## config.mk

```make
export PLATFORM = sky130hd
export DESIGN_NAME = if_id_stage
export DESIGN_NICKNAME = d
export VERILOG_FILES = /design/src/rtl/if_id_stage_pkg.sv /design/src/rtl/if_id_stage_reg.sv /design/src/rtl/if_id_stage.sv
export SDC_FILE = /design/constraint.sdc
export NUM_CORES = 1
export LEC_CHECK = 0
export CAP_MARGIN = 40
export CORE_AREA = 2 2 141 143
export CTS_BUF_LIST = sky130_fd_sc_hd__clkbuf_8
export CTS_CLUSTER_DIAMETER = 40
export DETAILED_ROUTE_END_ITERATION = 10
export DIE_AREA = 0 0 143 145
export GPL_ROUTABILITY_DRIVEN = 0
export GPL_TIMING_DRIVEN = 0
export PLACE_DENSITY = 0.75
export SLEW_MARGIN = 25
export SYNTH_ARGS = -nofsm -noshare
export SYNTH_HDL_FRONTEND = slang
export SYNTH_SLANG_ARGS = --single-unit
```

## constraint.sdc

```tcl
create_clock -name clk_i -period 6.3 [get_ports clk_i]
set_input_delay 1.26 -clock clk_i [delete_from_list [all_inputs] [get_ports clk_i]]
set_output_delay 1.26 -clock clk_i [all_outputs]
set_load 0.01 [all_outputs]
```

## src/rtl/if_id_stage_pkg.sv

```systemverilog
// Shared definitions for the instruction-fetch control and IF/ID pipeline register.
package if_id_stage_pkg;

  typedef enum logic [1:0] {
    ST_IDLE  = 2'd0,
    ST_FETCH = 2'd1,
    ST_HELD  = 2'd2
  } fetch_state_e;

  localparam logic [31:0] NOP_INSTR_DEFAULT = 32'h0000_0000;

endpackage

```

## src/rtl/if_id_stage_reg.sv

```systemverilog
// IF/ID pipeline register: load, clear (squash/bubble) or hold, with async reset.
module if_id_reg #(
  parameter int          XLEN      = 32,
  parameter logic [31:0] NOP_INSTR = 32'h0000_0000
) (
  input  logic            clk_i,
  input  logic            rst_i,
  input  logic            load_i,
  input  logic            clear_i,
  input  logic [XLEN-1:0] instr_i,
  input  logic [XLEN-1:0] pc_plus4_i,
  output logic [XLEN-1:0] instr_o,
  output logic [XLEN-1:0] pc_plus4_o,
  output logic            valid_o
);

  logic [XLEN-1:0] instr_q, instr_d;
  logic [XLEN-1:0] pc_plus4_q, pc_plus4_d;
  logic            valid_q, valid_d;

  // Clear wins over load so a squash can never be overridden by a late fill.
  always_comb begin
    instr_d    = instr_q;
    pc_plus4_d = pc_plus4_q;
    valid_d    = valid_q;
    if (clear_i) begin
      instr_d = NOP_INSTR[XLEN-1:0];
      valid_d = 1'b0;
    end else if (load_i) begin
      instr_d    = instr_i;
      pc_plus4_d = pc_plus4_i;
      valid_d    = 1'b1;
    end
  end

  always_ff @(posedge clk_i or posedge rst_i) begin
    if (rst_i) begin
      instr_q    <= NOP_INSTR[XLEN-1:0];
      pc_plus4_q <= '0;
      valid_q    <= 1'b0;
    end else begin
      instr_q    <= instr_d;
      pc_plus4_q <= pc_plus4_d;
      valid_q    <= valid_d;
    end
  end

  assign instr_o    = instr_q;
  assign pc_plus4_o = pc_plus4_q;
  assign valid_o    = valid_q;

endmodule

```

## src/rtl/if_id_stage.sv

```systemverilog
// Instruction-fetch control with PC-write handshake, redirect tracking and a
// one-entry hold buffer in front of the IF/ID register.
module if_id_stage
  import if_id_stage_pkg::*;
#(
  parameter int          XLEN      = 32,
  parameter int          PC_STEP   = 4,
  parameter logic [31:0] NOP_INSTR = NOP_INSTR_DEFAULT
) (
  input  logic            clk_i,
  input  logic            rst_i,
  input  logic            start_i,
  input  logic [XLEN-1:0] pc_i,
  input  logic            hazard_stall_i,
  input  logic            flush_i,
  input  logic [XLEN-1:0] branch_target_i,
  output logic            imem_req_o,
  output logic [XLEN-1:0] imem_addr_o,
  input  logic            imem_ack_i,
  input  logic [XLEN-1:0] imem_data_i,
  output logic [XLEN-1:0] pc_next_o,
  output logic            pc_write_o,
  output logic [XLEN-1:0] instr_o,
  output logic [XLEN-1:0] pc_plus4_o,
  output logic            valid_o
);

  localparam logic [XLEN-1:0] STEP = XLEN'(PC_STEP);

  fetch_state_e    state_q, state_d;
  logic [XLEN-1:0] hold_instr_q, hold_instr_d;
  logic [XLEN-1:0] hold_pc4_q, hold_pc4_d;
  logic            redir_pend_q, redir_pend_d;
  logic [XLEN-1:0] redir_tgt_q, redir_tgt_d;

  logic [XLEN-1:0] pc_plus_step;
  logic            ifid_load, ifid_clear;
  logic [XLEN-1:0] ifid_instr, ifid_pc4;

  assign pc_plus_step = pc_i + STEP;
  assign imem_req_o   = (state_q == ST_FETCH);
  assign imem_addr_o  = pc_i;

  always_comb begin
    state_d      = state_q;
    hold_instr_d = hold_instr_q;
    hold_pc4_d   = hold_pc4_q;
    redir_pend_d = redir_pend_q;
    redir_tgt_d  = redir_tgt_q;
    pc_next_o    = pc_plus_step;
    pc_write_o   = 1'b0;
    ifid_load    = 1'b0;
    ifid_clear   = 1'b0;
    ifid_instr   = imem_data_i;
    ifid_pc4     = pc_plus_step;

    unique case (state_q)
      ST_IDLE: begin
        if (start_i) state_d = ST_FETCH;
      end

      ST_FETCH: begin
        if (imem_ack_i) begin
          // PC advances exactly once per returned word, whatever happens to it.
          pc_write_o = 1'b1;
          if (flush_i || redir_pend_q) begin
            pc_next_o    = flush_i ? branch_target_i : redir_tgt_q;
            ifid_clear   = 1'b1;
            redir_pend_d = 1'b0;
          end else if (hazard_stall_i) begin
            hold_instr_d = imem_data_i;
            hold_pc4_d   = pc_plus_step;
            state_d      = ST_HELD;
          end else begin
            ifid_load = 1'b1;
          end
        end else if (flush_i) begin
          // The request in flight is for a wrong-path PC; remember where to go.
          redir_pend_d = 1'b1;
          redir_tgt_d  = branch_target_i;
          ifid_clear   = 1'b1;
        end else if (!hazard_stall_i) begin
          ifid_clear = 1'b1;
        end
      end

      ST_HELD: begin
        if (flush_i) begin
          pc_write_o = 1'b1;
          pc_next_o  = branch_target_i;
          ifid_clear = 1'b1;
          state_d    = ST_FETCH;
        end else if (!hazard_stall_i) begin
          ifid_load  = 1'b1;
          ifid_instr = hold_instr_q;
          ifid_pc4   = hold_pc4_q;
          state_d    = ST_FETCH;
        end
      end

      default: state_d = ST_IDLE;
    endcase
  end

  always_ff @(posedge clk_i or posedge rst_i) begin
    if (rst_i) begin
      state_q      <= ST_IDLE;
      hold_instr_q <= NOP_INSTR[XLEN-1:0];
      hold_pc4_q   <= '0;
      redir_pend_q <= 1'b0;
      redir_tgt_q  <= '0;
    end else begin
      state_q      <= state_d;
      hold_instr_q <= hold_instr_d;
      hold_pc4_q   <= hold_pc4_d;
      redir_pend_q <= redir_pend_d;
      redir_tgt_q  <= redir_tgt_d;
    end
  end

  if_id_reg #(
    .XLEN      (XLEN),
    .NOP_INSTR (NOP_INSTR)
  ) u_if_id_reg (
    .clk_i      (clk_i),
    .rst_i      (rst_i),
    .load_i     (ifid_load),
    .clear_i    (ifid_clear),
    .instr_i    (ifid_instr),
    .pc_plus4_i (ifid_pc4),
    .instr_o    (instr_o),
    .pc_plus4_o (pc_plus4_o),
    .valid_o    (valid_o)
  );

endmodule

```

# After elaboration in Yosys (flattened, before gate mapping)
# Index checks and enable logic that the tools add are counted.
# W data, S select, Z words.
# totals
regBits	164
word_cells	66
out_inout_bits	131
# op_classes
addsub	1
muxes	37
n_reduce_logical	9
n_eq_ne	8
bitwise	3
# ops
op	n
$mux W32	12
$pmux W32 S2	1
$add A32 B3 Y32 const B	1
$mux W1	14
$mux W2	6
$ne A2 B2 Y1 const B	3
$pmux W1 S2	3
$pmux W2 S3	1
$reduce_and A3 Y1	2
$reduce_and A5 Y1	1
$ne A2 B1 Y1 const B	2
$reduce_and A2 Y1	2
$reduce_bool A2 Y1	2
$ne A3 B3 Y1 const B	1
$not A1 Y1	3
$eq A2 B1 Y1 const B	1
$eq A2 B2 Y1 const B	1
$logic_not A2 Y1	1
$logic_or A1 B1 Y1	1

# Longest topological paths before layout
# depth
word_depth	6
mapped_depth	10

# Cells and area by module
# A second synthesis with hierarchy kept.
# unflattened
cells_unflattened	799
hier_area_um2	8699.6
# by_module_without_submodules
module	n_inst	area_per_inst_um2	cells_per_inst	seq_area_each_um2
if_id_stage	1	6047.0	622	2477.4
if_id_reg	1	2652.5	177	1626.6

# Worst setup path before layout
# OpenSTA, ideal clock, no wires.
# synth_path
path_kind	input to output
start	in pc_i[11]
end	out pc_next_o[23]
t_required_ns	5.040
slack_ns	2.359
n_path_buf	0
t_arrival_ns	2.681
path_stages	5
path_cell_list	nand4_1 > or4_4 > nor4_2 > nor2_1 > o21ai_0
# synth_via
elab_chain_cells	4
elab_cells_between_ends	5
classes_between	add/sub (1); mux (4)
# synth_rtl
element	line	text
start: declaration	if_id_stage.sv:13	input logic [XLEN-1:0] pc_i,
$add A32 B3 Y32 *	if_id_stage.sv:40	assign pc_plus_step = pc_i + STEP;
$mux W32	if_id_stage.sv:66	if (flush_i || redir_pend_q) begin
$mux W32	if_id_stage.sv:63	if (imem_ack_i) begin
$pmux W32 S2 *	if_id_stage.sv:57	unique case (state_q)
end: declaration	if_id_stage.sv:21	output logic [XLEN-1:0] pc_next_o,
# Mark *: on every way between the ends. The rest lies on a longest branch, timed or not.

# Worst setup path in the final report
# layout_path
start	in pc_i[2]
end	out pc_next_o[18]
# Same word-level chain as after synthesis.

==> impl_metrics.sql <==
INSERT INTO impl_metrics (metric_group, metric, value, unit) VALUES
('layout', 'nFillCells', '1639', ''),
('sta', 'slew_violations', '0', ''),
('yosys', 'ys_seq_area_share', '47.9', '%'),
('power', 'p_int', '2.94', 'mW'),
('clocking', 'tritoncts', 'built', ''),
('layout', 'stdcell_area', '11600', 'um^2'),
('clocking', 'cts_resized', '0', ''),
('sta', 'finalHoldViolCount', '0', ''),
('power', 'power.ir.vdd_worst', '0.224', 'mV'),
('setup_path', 'timing.critical_path.slowest_cell_delay', '0.73', 'ns'),
('drt', 'detail-route-antenna-nets', '0', ''),
('drt', 'routed_wirelength', '25.4', 'mm'),
('clocking', 'clk_pin_slew', '0.09', 'ns'),
('floorplan', 'overall_die_height', '145', 'um'),
('setup_path', 'critical-path-slowest-cell', 'clkdlybuf4s50_1', ''),
('clocking', 'cts_max_level', '4', ''),
('power', 'switching_power', '1.74', 'mW'),
('setup_path', 'critPathRequiredTime', '5.04', 'ns'),
('drt', 'wire_per_inst', '18.2', 'um'),
('layout', 'final-seq-area', '4100', 'um^2'),
('floorplan', 'rows', '51', ''),
('sta', 'rsz0062_at_grt', 'false', ''),
('yosys', 'dominantRegCellSynth', 'dfrtp_1', ''),
('sta', 'setup_slack', '0.676', 'ns'),
('drt', 'drt-vias-per-instance', '5.30', ''),
('setup_path', 'crit_buf_inv', '2', ''),
('setup_path', 'criticalPathCategory', 'primary input to output port', ''),
('power', 'p_sw_share', '37.2', '%'),
('drt', 'length_of_the_first_detailed_routing_pass_in_iterations', '5', ''),
('grt', 'grt_overflow', '0', ''),
('clocking', 'clock_sinks', '164', ''),
('setup_path', 'biggest_fanout_along_the_worst_timing_path', '7', ''),
('grt', 'maximum_number_of_pins_on_one_net_before_global_route_repair', '99', ''),
('sta', 'report.final.setup_viol', '0', ''),
('yosys', 'synth.yosys.warnings', '0', ''),
('yosys', 'yosysUniqueCellTypes', '49', ''),
('clocking', 'clk_root_buffer_cell', 'clkbuf_8', ''),
('outcome', 'run_status', 'completed', ''),
('setup_path', 'critical_path_end_type', 'output port', ''),
('drt', 'drcViolationCount', '0', ''),
('sta', 'max-slew-margin-rel', '42.9', '%'),
('power', 'share_clk_of_total_power', '16.5', '%'),
('layout', 'multiInputGateArea', '3960', 'um^2'),
('power', 'pwr-share-comb', '45.1', '%'),
('sta', 'finalWorstPathRequiredPeriod', '5.62', 'ns'),
('setup_path', 'regToRegSetupSlack', '3.59', 'ns'),
('sta', 'transition_time_of_the_tightest_slew_check_pin', '0.856', 'ns'),
('setup_path', 'critical-path-top-delay-family', 'buffers and inverters', ''),
('placement', 'preCtsSetupSlack', '0.759', 'ns'),
('hold_path', 'timing.hold.worst.class', 'flip-flop to flip-flop', ''),
('run', 'timing.max_cap.violations', '0', ''),
('power', 'seq_power_share', '38.4', '%'),
('floorplan', 'die_width', '143', 'um'),
('yosys', 'synth_area_per_cell', '9.89', 'um^2'),
('floorplan', 'core-area', '19200', 'um^2'),
('sta', 'clock-skew-final', '0.0139', 'ns'),
('setup_path', 'critPathArrivalTime', '4.36', 'ns'),
('yosys', 'post_synthesis_instance_total', '866', ''),
('yosys', 'combined_area_of_all_synthesized_cells', '8560', 'um^2'),
('placement', 'dpl_cell_area', '11200', 'um^2'),
('yosys', 'postSynthNetCount', '973', ''),
('floorplan', 'die-area', '20700', 'um^2'),
('layout', 'nets', '1223', ''),
('clocking', 'clkLatencyLatePin', '0.48', 'ns'),
('clocking', 'postCtsHoldBufs', '0', ''),
('drt', 'vias', '7386', ''),
('power', 'power_per_cell_area', '403', 'nW/um^2'),
('yosys', 'synth_edf_count', '0', ''),
('layout', 'share_of_cells_above_drive_strength_1', '13.6', '%'),
('layout', 'area_delta_synth_final', '35.7', '%'),
('grt', 'grt_usage', '24.7', '%');
## registers in the layout, indices dropped and copies added, names as in the netlist
register,flops
redir_tgt_q,32
hold_pc4_q,32
hold_instr_q,32
u_if_id_reg.pc_plus4_o,32
state_q,2
u_if_id_reg.valid_o,1
redir_pend_q,1
u_if_id_reg.instr_o,32
## cell families (layout without fill, tap and decap cells)
kind of cell / count (synthesis) / in the layout / share of synthesized area (%)
compound gates: 184 / 184 / 12.2
xor+xnor: 26 / 26 / 2.66
mux: 141 / 141 / 17.5
simple gates: 248 / 248 / 13.1
flops: 164 / 164 / 47.9
fa+ha+maj: 5 / 5 / 0.731
buf+inv: 98 / 361 / 5.80
## routing by layer
metal	GRT usage [%]	up-vias	share of wire, %
met5	0	-	0
met4	6.98	0	1.9
met3	6.34	41	8.4
met2	40.6	312	48
met1	32.3	3530	42
li1	-	3503	-
## cell usage in the layout, fill, tap and decap left out, types with 4 or more instances in the layout
master / instances
clkdlybuf4s50_1: 230
mux2i_1: 69
clkbuf_1: 40
o21ai_1: 5
inv_8: 5
inv_1: 9
xnor2_1: 12
clkbuf_8: 19
nor2b_1: 4
nand2_1: 157
buf_4: 32
buf_2: 7
o21ai_0: 129
nand3_1: 22
mux2_2: 72
dfrtp_1: 164
buf_1: 9
nor2_1: 26
xor2_1: 14
nand4_1: 11
o211ai_1: 12
a21oi_1: 9
inv_6: 6
ha_1: 5
nor3_1: 8
a22o_1: 7
## layout make-up
class,count,share of cell area [%]
Tap cell,265,2.85
Timing Repair Buffer,231,20.0
Buffer,88,3.95
Multi-Input combinational cell,604,34.1
Clock buffer,19,2.25
Inverter,10,0.388
Sequential cell,164,35.3
Clock inverter,13,1.12
## through the flow
step / utilization [%] / total power [mW] / cells / TNS (ns)
floorplan: - / 2.84 / 866 / 0
global placement: 58.3 / 3.86 / 1361 / -269.54
detailed placement: 58.5 / 3.93 / 1362 / 0
CTS: 60.5 / 4.70 / 1394 / 0
global route: 60.5 / 4.97 / 1394 / 0
finish: 60.5 / 4.68 / 1394 / 0
## synth_stat cells (3+ instances only)
library cell / count / area (um^2)
ha_1: 5 / 62.6
nand3_1: 22 / 110
a21oi_1: 9 / 45.0
a22o_1: 7 / 61.3
clkbuf_1: 40 / 150
buf_1: 9 / 33.8
nor2b_1: 4 / 25.0
nand4_1: 11 / 68.8
nor3_1: 8 / 40.0
inv_1: 10 / 37.5
dfrtp_1: 164 / 4100
nor2_1: 26 / 97.6
o21ai_0: 129 / 646
xnor2_1: 12 / 105
mux2i_1: 69 / 691
o21ai_1: 5 / 25.0
mux2_2: 72 / 811
buf_2: 7 / 35.0
buf_4: 32 / 240
a31oi_1: 3 / 18.8
xor2_1: 14 / 123
o31ai_1: 3 / 22.5
a21o_1: 3 / 22.5
and3_1: 3 / 18.8
o211ai_1: 12 / 90.1
a211oi_1: 3 / 22.5
nand2_1: 157 / 589
## power by group through the flow
| stage | registers [mW] | logic, mW | clock network [mW] |
|---|---|---|---|
| after global routing | 1.86 | 2.29 | 0.823 |
| after floorplan | 1.85 | 0.993 | 0 |
| after global placement | 1.79 | 2.07 | 0 |
| final | 1.80 | 2.11 | 0.770 |
| after detailed placement | 1.82 | 2.11 | 0 |
| after CTS | 1.80 | 2.12 | 0.784 |
## final timing paths
check,start,to,depth (start not counted)
setup / recovery,pc_i[2],pc_next_o[18],8
hold / removal,u_if_id_reg.pc_plus4_o[10]$_DFFE_PP0P_,u_if_id_reg.pc_plus4_o[10]$_DFFE_PP0P_,1
setup reg to reg,state_q[1]$_DFFE_PP0P_,u_if_id_reg.instr_o[0]$_DFFE_PP0P_,9
hold reg to reg,u_if_id_reg.pc_plus4_o[10]$_DFFE_PP0P_,u_if_id_reg.pc_plus4_o[10]$_DFFE_PP0P_,1
max in group asynchronous,rst_i,redir_tgt_q[4]$_DFFE_PP0P_,3
min in group asynchronous,rst_i,u_if_id_reg.instr_o[4]$_DFFE_PP0P_,2
No activity file was read; power rests on OpenSTA's default activity.
